### config.mk
export PLATFORM = sky130hd
export DESIGN_NAME = instr_fetch_unit
export DESIGN_NICKNAME = d
export VERILOG_FILES = /design/src/rtl/instr_fetch_unit.sv
export SDC_FILE = /design/constraint.sdc
export NUM_CORES = 1
export LEC_CHECK = 0
export BUFFER_PORTS_ARGS = -buffer_cell sky130_fd_sc_hd__buf_2
export CAP_MARGIN = 20
export CELL_PAD_IN_SITES_DETAIL_PLACEMENT = 1
export CELL_PAD_IN_SITES_GLOBAL_PLACEMENT = 2
export CORE_ASPECT_RATIO = 0.7
export CORE_MARGIN = 4
export CORE_UTILIZATION = 25
export CTS_BUF_LIST = sky130_fd_sc_hd__clkbuf_4
export DETAILED_ROUTE_END_ITERATION = 12
export PLACE_DENSITY_LB_ADDON = 0.1
export SLEW_MARGIN = 0
export SYNTH_ARGS = -nofsm -noshare
export SYNTH_HDL_FRONTEND = slang
export SYNTH_SLANG_ARGS = --single-unit
### constraint.sdc
create_clock -name clk -period 3.4 [get_ports clk]
set_input_delay 0.17 -clock clk [delete_from_list [all_inputs] [get_ports clk]]
set_output_delay 0.17 -clock clk [all_outputs]
set_load 0.005 [all_outputs]
### src/rtl/instr_fetch_unit.sv
// Multicycle instruction fetch stage: owns PC and IR, req/ack imem read with timeout.
// Optional MISALIGN_CHECK_EN: misaligned fetch traps to ERR instead of being aligned.
module instr_fetch_unit #(
   parameter int unsigned     XLEN     = 32,
   parameter logic [XLEN-1:0] RESET_PC = '0,
   parameter int unsigned     TIMEOUT  = 15
) (
   input  logic            clk,
   input  logic            reset,
   input  logic            fetch_en,
   input  logic            pc_load,
   input  logic [XLEN-1:0] pc_next,
   output logic            imem_req,
   output logic [XLEN-1:0] imem_addr,
   input  logic            imem_ack,
   input  logic [31:0]     imem_rdata,
   output logic [31:0]     instr,
   output logic [6:0]      opcode,
   output logic [XLEN-1:0] pc_cur,
   output logic [XLEN-1:0] pc,
   output logic            instr_valid,
   output logic            fetch_busy,
   output logic            fetch_err
);

   typedef enum logic [1:0] {
      S_IDLE,
      S_WAIT,
      S_ERR
   } state_t;

   localparam logic [31:0]     NOP     = 32'h0000_0013;
   localparam logic [7:0]      TO_LAST = 8'(TIMEOUT - 1);
   localparam logic [XLEN-1:0] STEP    = XLEN'(4);

   state_t          state_q;
   logic [XLEN-1:0] pc_q;
   logic [XLEN-1:0] pc_cur_q;
   logic [XLEN-1:0] addr_q;
   logic [XLEN-1:0] pend_q;
   logic            pend_v_q;
   logic [7:0]      cnt_q;
   logic [31:0]     instr_q;
   logic            req_q;
   logic            valid_q;
   logic            err_q;
   logic [XLEN-1:0] fetch_pc;

   // Address of a fetch launched this cycle; a same-cycle pc_load wins
   always_comb begin
      fetch_pc = pc_load ? pc_next : pc_q;
   end

`ifndef MISALIGN_CHECK_EN
   logic [XLEN-1:0] fetch_al;

   // Low address bits are dropped rather than trapped
   always_comb begin
      fetch_al = fetch_pc & ~XLEN'(3);
   end
`endif

   // Fetch FSM: all outputs registered, ack wins over timeout in the same cycle
   always_ff @(posedge clk or negedge reset) begin
      if (!reset) begin
         state_q  <= S_IDLE;
         pc_q     <= RESET_PC;
         pc_cur_q <= RESET_PC;
         addr_q   <= RESET_PC;
         pend_q   <= '0;
         pend_v_q <= 1'b0;
         cnt_q    <= '0;
         instr_q  <= NOP;
         req_q    <= 1'b0;
         valid_q  <= 1'b0;
         err_q    <= 1'b0;
      end else begin
         valid_q <= 1'b0;
         unique case (state_q)
            S_IDLE: begin
               if (pc_load) begin
                  pc_q <= pc_next;
               end
               if (fetch_en) begin
`ifdef MISALIGN_CHECK_EN
                  if (fetch_pc[1:0] != 2'b00) begin
                     state_q <= S_ERR;
                     err_q   <= 1'b1;
                     instr_q <= '0;
                  end else begin
                     state_q  <= S_WAIT;
                     req_q    <= 1'b1;
                     addr_q   <= fetch_pc;
                     cnt_q    <= '0;
                     pend_v_q <= 1'b0;
                  end
`else
                  state_q  <= S_WAIT;
                  req_q    <= 1'b1;
                  addr_q   <= fetch_al;
                  cnt_q    <= '0;
                  pend_v_q <= 1'b0;
`endif
               end
            end
            S_WAIT: begin
               if (imem_ack) begin
                  state_q  <= S_IDLE;
                  instr_q  <= imem_rdata;
                  pc_cur_q <= addr_q;
                  req_q    <= 1'b0;
                  valid_q  <= 1'b1;
                  pend_v_q <= 1'b0;
                  if (pc_load) begin
                     pc_q <= pc_next;
                  end else if (pend_v_q) begin
                     pc_q <= pend_q;
                  end else begin
                     pc_q <= addr_q + STEP;
                  end
               end else if (cnt_q == TO_LAST) begin
                  state_q <= S_ERR;
                  instr_q <= '0;
                  err_q   <= 1'b1;
                  req_q   <= 1'b0;
               end else begin
                  cnt_q <= cnt_q + 8'd1;
                  if (pc_load) begin
                     pend_q   <= pc_next;
                     pend_v_q <= 1'b1;
                  end
               end
            end
            S_ERR: begin
               state_q <= S_ERR;
            end
            default: begin
               state_q <= S_IDLE;
            end
         endcase
      end
   end

   assign imem_req    = req_q;
   assign imem_addr   = addr_q;
   assign instr       = instr_q;
   assign opcode      = instr_q[6:0];
   assign pc_cur      = pc_cur_q;
   assign pc          = pc_q;
   assign instr_valid = valid_q;
   assign fetch_busy  = (state_q == S_WAIT);
   assign fetch_err   = err_q;

endmodule
**Word level (Yosys, flattened, before mapping)**

Cells that the tools add are included.

- Register bits after elaboration: 170

- Add/sub/neg operators: 2
- Eq/ne operators: 11
- Multiplexer cells: 26
- Bitwise operators: 2
- Reductions and logical operators: 14

Operator list:

| kind | number |
|---|---|
| 2-to-1 mux 32 bit | 6 |
| one-hot mux 32 bit (2 select lines) | 1 |
| adder 32 x 3 -> 32 bit, second input constant | 1 |
| 2-to-1 mux 8 bit | 3 |
| one-hot mux 8 bit (2 select lines) | 1 |
| AND reduction 4 bit | 3 |
| != test 2 bit, second input constant | 5 |
| AND reduction 2 bit | 5 |
| 2-to-1 mux 1 bit | 9 |
| AND reduction 3 bit | 3 |
| adder 8 x 1 -> 8 bit, second input constant | 1 |
| == test 8 x 4 -> 1 bit, second input constant | 1 |
| 2-to-1 mux 2 bit | 3 |
| != test 3 bit, second input constant | 2 |
| one-hot mux 2 bit (3 select lines) | 1 |
| one-hot mux 1 bit (2 select lines) | 2 |
| nonzero test 2 bit | 2 |
| != test 3 x 2 -> 1 bit, second input constant | 1 |
| == test 2 x 1 -> 1 bit, second input constant | 1 |
| == test 2 bit, second input constant | 1 |
| zero test 2 bit | 1 |
| inverter 1 bit | 2 |

**Longest topological paths before layout**

Gate-level depths: netlist of the first run.

- Depth in word-level cells: 5
- Mapped depth: 8

**Worst setup path after synthesis of the first run**

Ideal clock, no wire load.

- Path kind: register -> register
- Start point: reg cnt_q[0]
- End point: reg pend_q[10]
- Setup time: 0.125 ns
- Data arrival time: 1.720 ns
- Slack: 1.556 ns
- Stages on the path, launching flop included: 8
- Clock period less this slack: 1.844 ns
- Cells stage by stage: dfrtp_1 -> inv_1 -> ha_1 -> nor3b_1 -> nand2_1 -> nand3_1 -> buf_2 -> mux2_2

- Longest elaborated chain between the ends: 3

RTL lines:

| item | RTL line | source |
|---|---|---|
| start: declaration | 42 | `logic [7:0] cnt_q;` |
| start signal: assignment | 127 | `cnt_q <= cnt_q + 8'd1;` |
| == test 8 x 4 -> 1 bit | 121 | `end else if (cnt_q == TO_LAST) begin` |
| inverter 1 bit (no source line) | n/a |  |
| AND reduction 4 bit (no source line) | n/a |  |
| end signal: assignment | 129 | `pend_q <= pc_next;` |
| end: declaration | 40 | `logic [XLEN-1:0] pend_q;` |

Every way passes these cells.
A chain may end at the register's enable or synchronous reset.

**Final worst setup path of the first run**

- Start point: reg state_q[1]
- End point: out fetch_busy

- Longest elaborated chain between the ends: 1

RTL lines:

| item | RTL line | source |
|---|---|---|
| start: declaration | 36 | `state_t state_q;` |
| start signal: assignment | 66 | `state_q <= S_IDLE;` |
| start signal: assignment | 98 | `state_q <= S_WAIT;` |
| start signal: assignment | 108 | `state_q <= S_IDLE;` |
| == test 2 x 1 -> 1 bit | 151 | `assign fetch_busy = (state_q == S_WAIT);` |
| end: declaration | 22 | `output logic fetch_busy,` |

Every way passes these cells.

==> results.sh, run 1 <==
export IMPL_final_common_cell="buf_2"
export IMPL_cts_root_buf="clkbuf_4"
export IMPL_cp_slowest_cell="nand2b_1"
export IMPL_totalPowerFinal_w=0.00717
export IMPL_cts_tree="yes"
export IMPL_nets=1000
export IMPL_clock_fmax_ghz=0.377
export IMPL_drt_first_iter_violations=415
export IMPL_crit_path_start_kind="flop"
export IMPL_cp_end_kind="primary output"
export IMPL_rsz0062_at_grt="false"
export IMPL_hold_slack_ns=0.129
export IMPL_netlist_area_um2=7840
export IMPL_yosysUniqueCellTypes=53
export IMPL_num_vias=6449
export IMPL_synth_top_family_by_area="compound AO/OA/AOI/OAI gates"
export IMPL_grt_first_pass_wirelength_um=43500
export IMPL_yosys_area_share_adder=0.00479
export IMPL_grt_max_degree=90
export IMPL_drt_wl_total_um=27900
export IMPL_hold_viol_final=0
export IMPL_ys_ff_latch=170
export IMPL_required_ns=3.23
export IMPL_reg2reg_from="state_q[1]"
export IMPL_io_pins=208
export IMPL_cts_htree_levels=4
export IMPL_setup_viol=0
export IMPL_final_cell_mix="buf_2 (202), dfrtp_1 (167), dlygate4sd3_1 (67)"
export IMPL_worst_pin_slew_ns=0.995
export IMPL_die_width_um=220
export IMPL_setup_tns_ns=0
export IMPL_synth_compound_area_share=0.142
export IMPL_worstRegToRegCells=5
export IMPL_cts_sinks=170
export IMPL_synth_xor_area_share=0.0380
export IMPL_hp_start="pc_load"
export IMPL_dieArea_um2=34300
export IMPL_final_cell_area_um2=10300
export IMPL_avgSynthCellArea_um2=11.6
export IMPL_synth_top_cells_by_area="dfrtp_1 (53%), mux2_2 (9.2%), mux2i_1 (4.3%), a22o_1 (3.8%), xor2_1 (2.9%)"
export IMPL_hold_end="pc[14]"
export IMPL_drcViolationCount=0
export IMPL_first_pass_iters=5
export IMPL_relSlewSlack=0.335
export IMPL_synth_top_cell_area_share=0.533
export IMPL_dpl_hpwl_um=19600
export IMPL_syn_inst=675
export IMPL_overflow=0
export IMPL_grt_pass1_vias=7027
export IMPL_start_util=0.257
export IMPL_ctsResizeCount=0
export IMPL_synth_flop_cell="dfrtp_1"
export IMPL_synthMuxAreaShare=0.135
export IMPL_period_needed_ns=2.65
export IMPL_cts_buffers=17
export IMPL_cap_violations=0
export IMPL_area_delta_synth_final_pct=30.9
export IMPL_skew_ns=0.0250
export IMPL_fin_crit_sh=0.781
export IMPL_grt_use_total=0.165
export IMPL_hold_class="input port to flop"
export IMPL_core_area_um2=30400
export IMPL_maxSlewViolCount=0
export IMPL_wire_per_inst_um=20.6
export IMPL_synth_largest_area_cell="dfrtp_1"
export IMPL_utilization=0.337
export IMPL_die_y_um=156
export IMPL_clock_latency_ns=0.62
export IMPL_path_max_fanout=19
export IMPL_drt_vias_per_instance=4.76
export IMPL_cpPeakStageDelay_ns=0.72
export IMPL_synthArstFlopShare=1.00
export IMPL_clk_pin_slew_ns=0.16
export IMPL_ant_nets=0
export IMPL_synth_edf_count=0
export IMPL_layout_drive_gt1_share=0.351
export IMPL_outcome="finished, final reports clean"
export IMPL_placed_area_um2=9260
export IMPL_powerDensity_nw_per_um2=698
export IMPL_cp_arrival_ns=2.48
export IMPL_path_cells="nand2b_1 -> inv_1 -> buf_2"
export IMPL_row_count=53
export IMPL_gp_congestion=0.742
export IMPL_io_buffers=203
export IMPL_rr_endpoint="pc[15]"
export IMPL_seq_area_frac_synth=0.543
export IMPL_path_class="flop to primary output"
export IMPL_cts_buffer_depth=2
export IMPL_antenna_found_initial=2
export IMPL_yosys_warnings=0
export IMPL_r2r_slack_ns=0.81
export IMPL_leakage_nw=4.59
export IMPL_peakVddDrop_mv=0.232
export IMPL_synth_simple_area_share=0.0963
export IMPL_hold_depth=4
[cells by family after synthesis]
family,count (synthesis)
DFF,170
AOI/OAI and AO/OA,154
and+or+nand+nor,151
muxes,98
buffers and inverters,64
xor gates and xnor gates,34
adders and majority gates,3
other,1
[layout make-up]
class | instances | area, um2
inverter | 11 | 41.3
timing repair buffer | 284 | 1830
clock inverter | 15 | 199
antenna | 1 | 2.50
clock buffer | 17 | 128
fill | 3416 | 20200
multi-input combinational | 444 | 3290
sequential | 170 | 4260
tap | 412 | 515
[routing by layer]
layer  vias up  global-route usage  part of all wire
li1       2973                   -                 -
met1      3343               0.228              0.48
met2       109               0.267              0.47
met3        22              0.0385             0.033
met4         2              0.0359             0.011
met5         -                   0           0.00025
[power by group]
group          internal [W]  switching (W)
clock              0.000585       0.000777
combinational       0.00118        0.00119
sequential          0.00269       0.000743
total               0.00446        0.00271
[worst max-delay path, delay by kind of cell (launching register included)]
kind,cells,cell delay (ns)
and+or+nand+nor,1,0.72
buffers and inverters,2,0.65
DFF,1,0.49
[state kept, by name, summed over array words and instances (netlist names)]
signal,count
cnt_q,8
state_q,2
pc_cur,30
instr_valid,1
instr,32
imem_addr,30
pend_q,32
pc,32
imem_req,1
pend_v_q,1
fetch_err,1
[per-stage QoR]
step | instances | setup WS [ns]
2_1_floorplan | 678 | 1.56
3_3_place_gp | 1254 | 1.01
3_5_place_dp | 1254 | 0.849
4_1_cts | 1353 | 0.689
5_1_grt | 1354 | 0.486
6_report | 1354 | 0.746
[synth_stat cells (all sizes together) (3+ instances only)]
master   number
dfrtp       167
mux2         64
nor2         61
buf          40
a21oi        38
a22o         34
mux2i        34
xor2         26
nand2        25
o21ai        25
nand3        20
clkbuf       13
nor3         12
inv          11
a222oi       10
a22oi         8
nand4         8
xnor2         8
a221oi        7
nor4          7
a221o         6
and3          5
o221ai        5
a31oi         4
o2111ai       4
o22ai         4
and2          3
dfstp         3
ha            3
nand2b        3
[worst max-delay path by stage]
stage	slack, ns	endpoint	startpoint
4_1_cts	0.69	fetch_busy	state_q[1]
2_1_floorplan	1.56	pend_q[10]	cnt_q[0]
3_3_place_gp	1.01	pc[15]	state_q[1]
3_5_place_dp	0.85	pc[15]	state_q[1]
6_report	0.75	fetch_busy	state_q[1]
5_1_grt	0.49	fetch_busy	state_q[1]
[repair_timing]
item | 4_1_cts | 5_1_grt
endpoints found under the hold margin | 216 | 0
setup buffers | 0 | 0
endpoints found under the setup margin | 0 | 0
hold buffers | 67 | 0
No activity file was read; power rests on OpenSTA's default activity.
==> run 2, diff against run 1 <==
Clock period 3.4 ns to 2.7 ns, I/O delays scaled along.
==> run 2 against run 1 <==
Sequential share of layout area about the same. Clock skew is 0.0022 ns higher. First-iteration DRC count fell by 17%. Clock power up 12%. Design area hardly changed. Global-route usage increased by 0.40 points. Power is 24% higher. Sequential cell count unchanged. Setup slack worse by 0.32 ns. Critical path type is now flop to flop. Critical endpoint is now pc[5]. Die area stayed put.
==> results.sh, run 2 (synthesis results as in run 1) <==
export IMPL_wire_per_inst_um=21.1
export IMPL_relSlewSlack=0.438
export IMPL_cts_tree="yes"
export IMPL_totalPowerFinal_w=0.00885
export IMPL_hold_viol_final=0
export IMPL_first_pass_iters=7
export IMPL_clk_pin_slew_ns=0.14
export IMPL_drcViolationCount=0
export IMPL_utilization=0.337
export IMPL_drt_vias_per_instance=4.80
export IMPL_num_vias=6517
export IMPL_antenna_found_initial=2
export IMPL_path_class="flop to flop"
export IMPL_gp_congestion=0.749
export IMPL_cp_startpoint="state_q[0]"
export IMPL_fin_crit_sh=0.843
export IMPL_cpMostUsedCell="nor2_1"
export IMPL_cts_root_buf="clkbuf_4"
export IMPL_grt_max_degree=69
export IMPL_grt_first_pass_wirelength_um=44500
export IMPL_grt_use_total=0.169
export IMPL_grt_pass1_vias=7086
export IMPL_period_needed_ns=2.28
export IMPL_start_util=0.257
export IMPL_dpl_hpwl_um=20200
export IMPL_die_width_um=220
export IMPL_cp_end_kind="flop"
export IMPL_drt_first_iter_violations=346
export IMPL_leakage_nw=4.60
export IMPL_cp_top_family="simple AND/OR/NAND/NOR gates"
export IMPL_cts_buffer_depth=2
export IMPL_row_count=53
export IMPL_powerDensity_nw_per_um2=862
export IMPL_peakVddDrop_mv=0.310
export IMPL_cap_violations=0
export IMPL_clock_latency_ns=0.62
export IMPL_final_cell_mix="buf_2 (202), dfrtp_1 (167), dlygate4sd3_1 (68)"
export IMPL_core_area_um2=30400
export IMPL_worst_pin_slew_ns=0.843
export IMPL_required_ns=3.19
export IMPL_ctsResizeCount=0
export IMPL_die_y_um=156
export IMPL_layout_drive_gt1_share=0.353
export IMPL_outcome="finished, final reports clean"
export IMPL_cpPeakStageDelay_ns=0.55
export IMPL_ant_nets=0
export IMPL_cp_slowest_cell="dfrtp_1"
export IMPL_io_buffers=203
export IMPL_crit_path_start_kind="flop"
export IMPL_final_setup_worst_slack_ns=0.423
export IMPL_nets=1006
export IMPL_reg2reg_from="state_q[0]"
export IMPL_setup_viol=0
export IMPL_cts_buffers=17
export IMPL_overflow=0
export IMPL_drt_wl_total_um=28700
export IMPL_skew_ns=0.0272
export IMPL_setup_tns_ns=0
export IMPL_dieArea_um2=34300
export IMPL_cts_htree_levels=4
export IMPL_place_ws_ns=0.469
export IMPL_hold_class="input port to asynchronous set/reset pin"
export IMPL_critical_path_buf_inv_count=1
export IMPL_io_pins=208
export IMPL_path_max_fanout=12
export IMPL_area_delta_synth_final_pct=31.0
export IMPL_maxSlewViolCount=0
export IMPL_cp_arrival_ns=2.77
export IMPL_cts_sinks=170
export IMPL_path_cells="nand2b_1 -> inv_1 -> nor2_1 -> a221o_1 -> a221oi_1 -> nor2_1"
export IMPL_rsz0062_at_grt="false"
export IMPL_final_common_cell="buf_2"
export IMPL_clock_fmax_ghz=0.439
==> run 2: cell count changes in the layout (fill, tap and decap cells not counted), sizes merged <==
cell / change
dlygate4sd3: +1
inv: -2
bufinv: -2
clkbuf: +2
buf: +5
clkinv: +1
==> run 2: stage by stage <==
step / instance area, um2 / cells / hold slack [ns]
6_report: 10300 / 1359 / 0.112
2_1_floorplan: 7850 / 678 / -0.161
3_3_place_gp: 9310 / 1259 / 0.213
3_5_place_dp: 9310 / 1259 / 0.218
4_1_cts: 10300 / 1358 / 0.0512
5_1_grt: 10300 / 1359 / 0.0911
==> run 2: routing by layer <==
layer	vias to the layer above	wire [um]	global-route usage	share of wire
li1	2985	-	-	-
met1	3386	13600	0.232	0.47
met2	120	13700	0.272	0.48
met3	24	1080	0.0430	0.038
met4	2	343	0.0395	0.012
met5	-	12	0	0.00042
==> run 2: power breakdown <==
part	leakage [nW]	internal, W	switching [W]
clock network	0.142	0.000559	0.000968
registers	1.99	0.00339	0.000942
logic	2.46	0.00150	0.00149
==> run 2: layout make-up <==
cell class / instances / area (um2)
Inverter: 11 / 41.3
Multi-Input combinational cell: 444 / 3290
Sequential cell: 170 / 4260
Fill cell: 3406 / 20200
Clock buffer: 19 / 143
Antenna cell: 1 / 2.50
Tap cell: 412 / 515
Timing Repair Buffer: 290 / 1890
Clock inverter: 12 / 128
==> run 2: timing repair <==
item,in CTS,in global routing
hold buffers,68,0
buffers inserted,0,0
hold endpoints to repair,253,0
==> run 2: worst register-to-register path, stage by stage, from the launching register on <==
cell and delay [ns]:
dfrtp_1 0.55, nand2b_1 0.35, inv_1 0.43, nor2_1 0.20
a221o_1 0.33, a221oi_1 0.24, nor2_1 0.08
==> run 2: worst paths after layout <==
| path | slack, ns | cells past startpoint | end |
|---|---|---|---|
| worst max-delay path | 0.42 | 6 | pc[5] |
| worst min-delay path | 0.11 | 2 | pc_cur[11] |
| max in group asynchronous | 1.81 | 3 | instr[4] |
| worst max register to register | 0.42 | 6 | pc[5] |
| min in group clk | 0.28 | 3 | instr[10] |
| worst min register to register | 0.50 | 1 | fetch_err |
==> run 3, diff against run 2 <==
Settings changed: ABC_AREA set to 1.
Clock period 2.7 ns to 1.9 ns, I/O delays scaled along.
==> run 3 against run 2 <==
Global-route usage rose by 2.9 points. Utilization rose by 0.76 points. Sequential cell count did not move. Critical path depth rose by 3. Register-to-register slack got worse by 0.32 ns. Clock power rose by 39%. Hold slack improved by 0.091 ns. First-iteration DRC count rose by 58%. Critical path type unchanged. Largest power group unchanged.
==> results.sh, run 3 <==
export IMPL_die_width_um=229
export IMPL_wire_per_inst_um=19.9
export IMPL_gp_congestion=0.849
export IMPL_skew_ns=0.0268
export IMPL_path_class="flop to flop"
export IMPL_die_y_um=163
export IMPL_leakage_nw=5.91
export IMPL_final_cell_area_um2=11600
export IMPL_powerDensity_nw_per_um2=577
export IMPL_drcViolationCount=0
export IMPL_cap_violations=0
export IMPL_dieArea_um2=37200
export IMPL_required_ns=2.45
export IMPL_io_buffers=203
export IMPL_dp_cells=1744
export IMPL_drt_vias_per_instance=4.60
export IMPL_cts_htree_levels=4
export IMPL_maxSlewViolCount=0
export IMPL_netlist_area_um2=8530
export IMPL_core_area_um2=33600
export IMPL_setup_viol=0
export IMPL_final_common_cell="nand2_1"
export IMPL_cts_tree="yes"
export IMPL_path_max_fanout=11
export IMPL_met2_length_um=15200
export IMPL_io_pins=208
export IMPL_synth_top_cells_by_area="dfrtp_1 (49%), nand2_1 (14%), nand3_1 (5.2%), inv_1 (4.6%), o21ai_0 (4.1%)"
export IMPL_clock_fmax_ghz=0.557
export IMPL_cts_sinks=170
export IMPL_avgSynthCellArea_um2=7.82
export IMPL_cp_arrival_ns=2.35
export IMPL_yosysUniqueCellTypes=39
export IMPL_stdcell_count=1855
export IMPL_period_needed_ns=1.79
export IMPL_cp_end_kind="flop"
export IMPL_multiInputGateArea_um2=3600
export IMPL_syn_inst=1090
export IMPL_area_delta_synth_final_pct=35.8
export IMPL_hold_class="input port to flop"
export IMPL_first_pass_iters=5
export IMPL_final_cell_mix="nand2_1 (315), buf_2 (202), dfrtp_1 (162)"
export IMPL_peakVddDrop_mv=0.302
export IMPL_yosys_top_cells_count="nand2_1 (316), dfrtp_1 (167), inv_1 (105), nor2_1 (92), nand3_1 (89)"
export IMPL_yosys_warnings=0
export IMPL_synth_top_cell_area_share=0.490
export IMPL_synthArstFlopShare=1.00
export IMPL_clock_latency_ns=0.63
export IMPL_ys_ff_latch=170
export IMPL_grt_use_total=0.198
export IMPL_fillCellCount=4153
export IMPL_synth_edf_count=0
export IMPL_outcome="finished, final reports clean"
export IMPL_synth_largest_area_cell="dfrtp_1"
export IMPL_placed_area_um2=10500
export IMPL_hold_viol_final=0
export IMPL_wl_met3_um=2010
export IMPL_worst_pin_slew_ns=0.521
export IMPL_start_util=0.254
export IMPL_wl_met1_um=19500
export IMPL_hold_slack_ns=0.203
export IMPL_cts_buffer_depth=2
export IMPL_overflow=0
export IMPL_clk_pin_slew_ns=0.16
export IMPL_drt_first_iter_violations=545
export IMPL_setup_tns_ns=0
export IMPL_relSlewSlack=0.649
export IMPL_register_area_um2=4260
export IMPL_row_count=56
export IMPL_synth_flop_cell="dfrtp_1"
export IMPL_highest_layer="met4"
export IMPL_grt_pass1_vias=8629
export IMPL_drt_wl_total_um=36900
export IMPL_nets=1478
export IMPL_grt_first_pass_wirelength_um=56000
export IMPL_cts_root_buf="clkbuf_4"
export IMPL_grt_max_degree=91
export IMPL_dpl_hpwl_um=27500
export IMPL_crit_path_start_kind="flop"
export IMPL_seq_area_frac_synth=0.499
export IMPL_layout_drive_gt1_share=0.249
export IMPL_rsz0062_at_grt="true"
export IMPL_ant_nets=0
export IMPL_cts_buffers=17
export IMPL_num_vias=8535
export IMPL_synth_most_common_cell="nand2_1"
export IMPL_antenna_found_initial=1
export IMPL_fin_crit_sh=0.945
-- run 3: changes by cell type after synthesis, moves of 13 or more --
cell	previous run	this run
nand2_1	25	316
inv_1	11	105
nand3_1	19	89
mux2_2	64	0
o21ai_0	24	70
a22o_1	34	0
mux2i_1	34	0
nor2_1	60	92
xor2_1	26	3
o21ai_1	1	21
a211oi_1	2	16
clkbuf_1	13	26
o21a_1	0	13
-- run 3: path summary, 6_finish.rpt --
path / cells past startpoint / start / slack, ns / end
max: 9 / state_q[1] / 0.11 / pc[7]
min: 4 / imem_rdata[0] / 0.20 / instr[0]
max reg2reg: 9 / state_q[1] / 0.11 / pc[7]
min reg2reg: 2 / fetch_err / 0.48 / fetch_err
max in group asynchronous: 4 / reset / 0.85 / instr[4]
min in group asynchronous: 3 / reset / 0.47 / imem_addr[18]
-- run 3: what timing repair did --
item,in CTS,in global routing
pin swaps,1,3
resized for setup,5,13
hold buffers,70,0
buffers inserted,2,6
endpoints found under the hold margin,294,0
endpoints found under the setup margin,4,19
gates cloned,0,0
-- run 3: area by class of cell --
class	count	share of cell area
Antenna cell	1	0.000216
Clock buffer	20	0.0130
Clock inverter	12	0.00875
Inverter	111	0.0366
Multi-Input combinational cell	751	0.311
Sequential cell	170	0.368
Tap cell	435	0.0470
Timing Repair Buffer	355	0.215
-- run 3: worst max-delay path, stage by stage (launching register included) --
cell	delay [ns]
dfrtp_1	0.42
inv_1	0.12
nand2_4	0.13
buf_12	0.16
nor2_8	0.07
inv_2	0.10
nor2_4	0.26
buf_12	0.19
nand2_1	0.05
a32oi_1	0.21
-- run 3: kinds of logic (layout without fill, tap and decap cells) --
kind of cell,after synthesis,count (layout),share of synthesized area
compound gates,215,215,0.149
flops,170,170,0.499
xor+xnor,4,4,0.00411
fa+ha+maj,3,3,0.00440
simple gates,525,525,0.258
buf+inv,172,498,0.0844
other cells,1,5,0.000440
-- run 3: where the power goes --
part           switching [W]  internal (W)
sequential         0.0000937       0.00373
clock                0.00145      0.000686
combinational       0.000381      0.000337
-- run 3: stage by stage --
stage               setup slack, ns   util  power [W]
CTS                          0.0112  0.342    0.00679
global route                -0.0606  0.345    0.00704
finish                        0.105  0.345    0.00668
global placement            0.00177  0.312    0.00449
floorplan                     0.324      -    0.00409
detailed placement          -0.0144  0.312    0.00450
-- run 3: per-layer routing --
| layer | vias to the layer above | global-route usage |
|---|---|---|
| met2 | 166 | 0.279 |
| li1 | 4179 | - |
| met5 | - | 0 |
| met4 | 0 | 0.0303 |
| met1 | 4180 | 0.312 |
| met3 | 10 | 0.0451 |
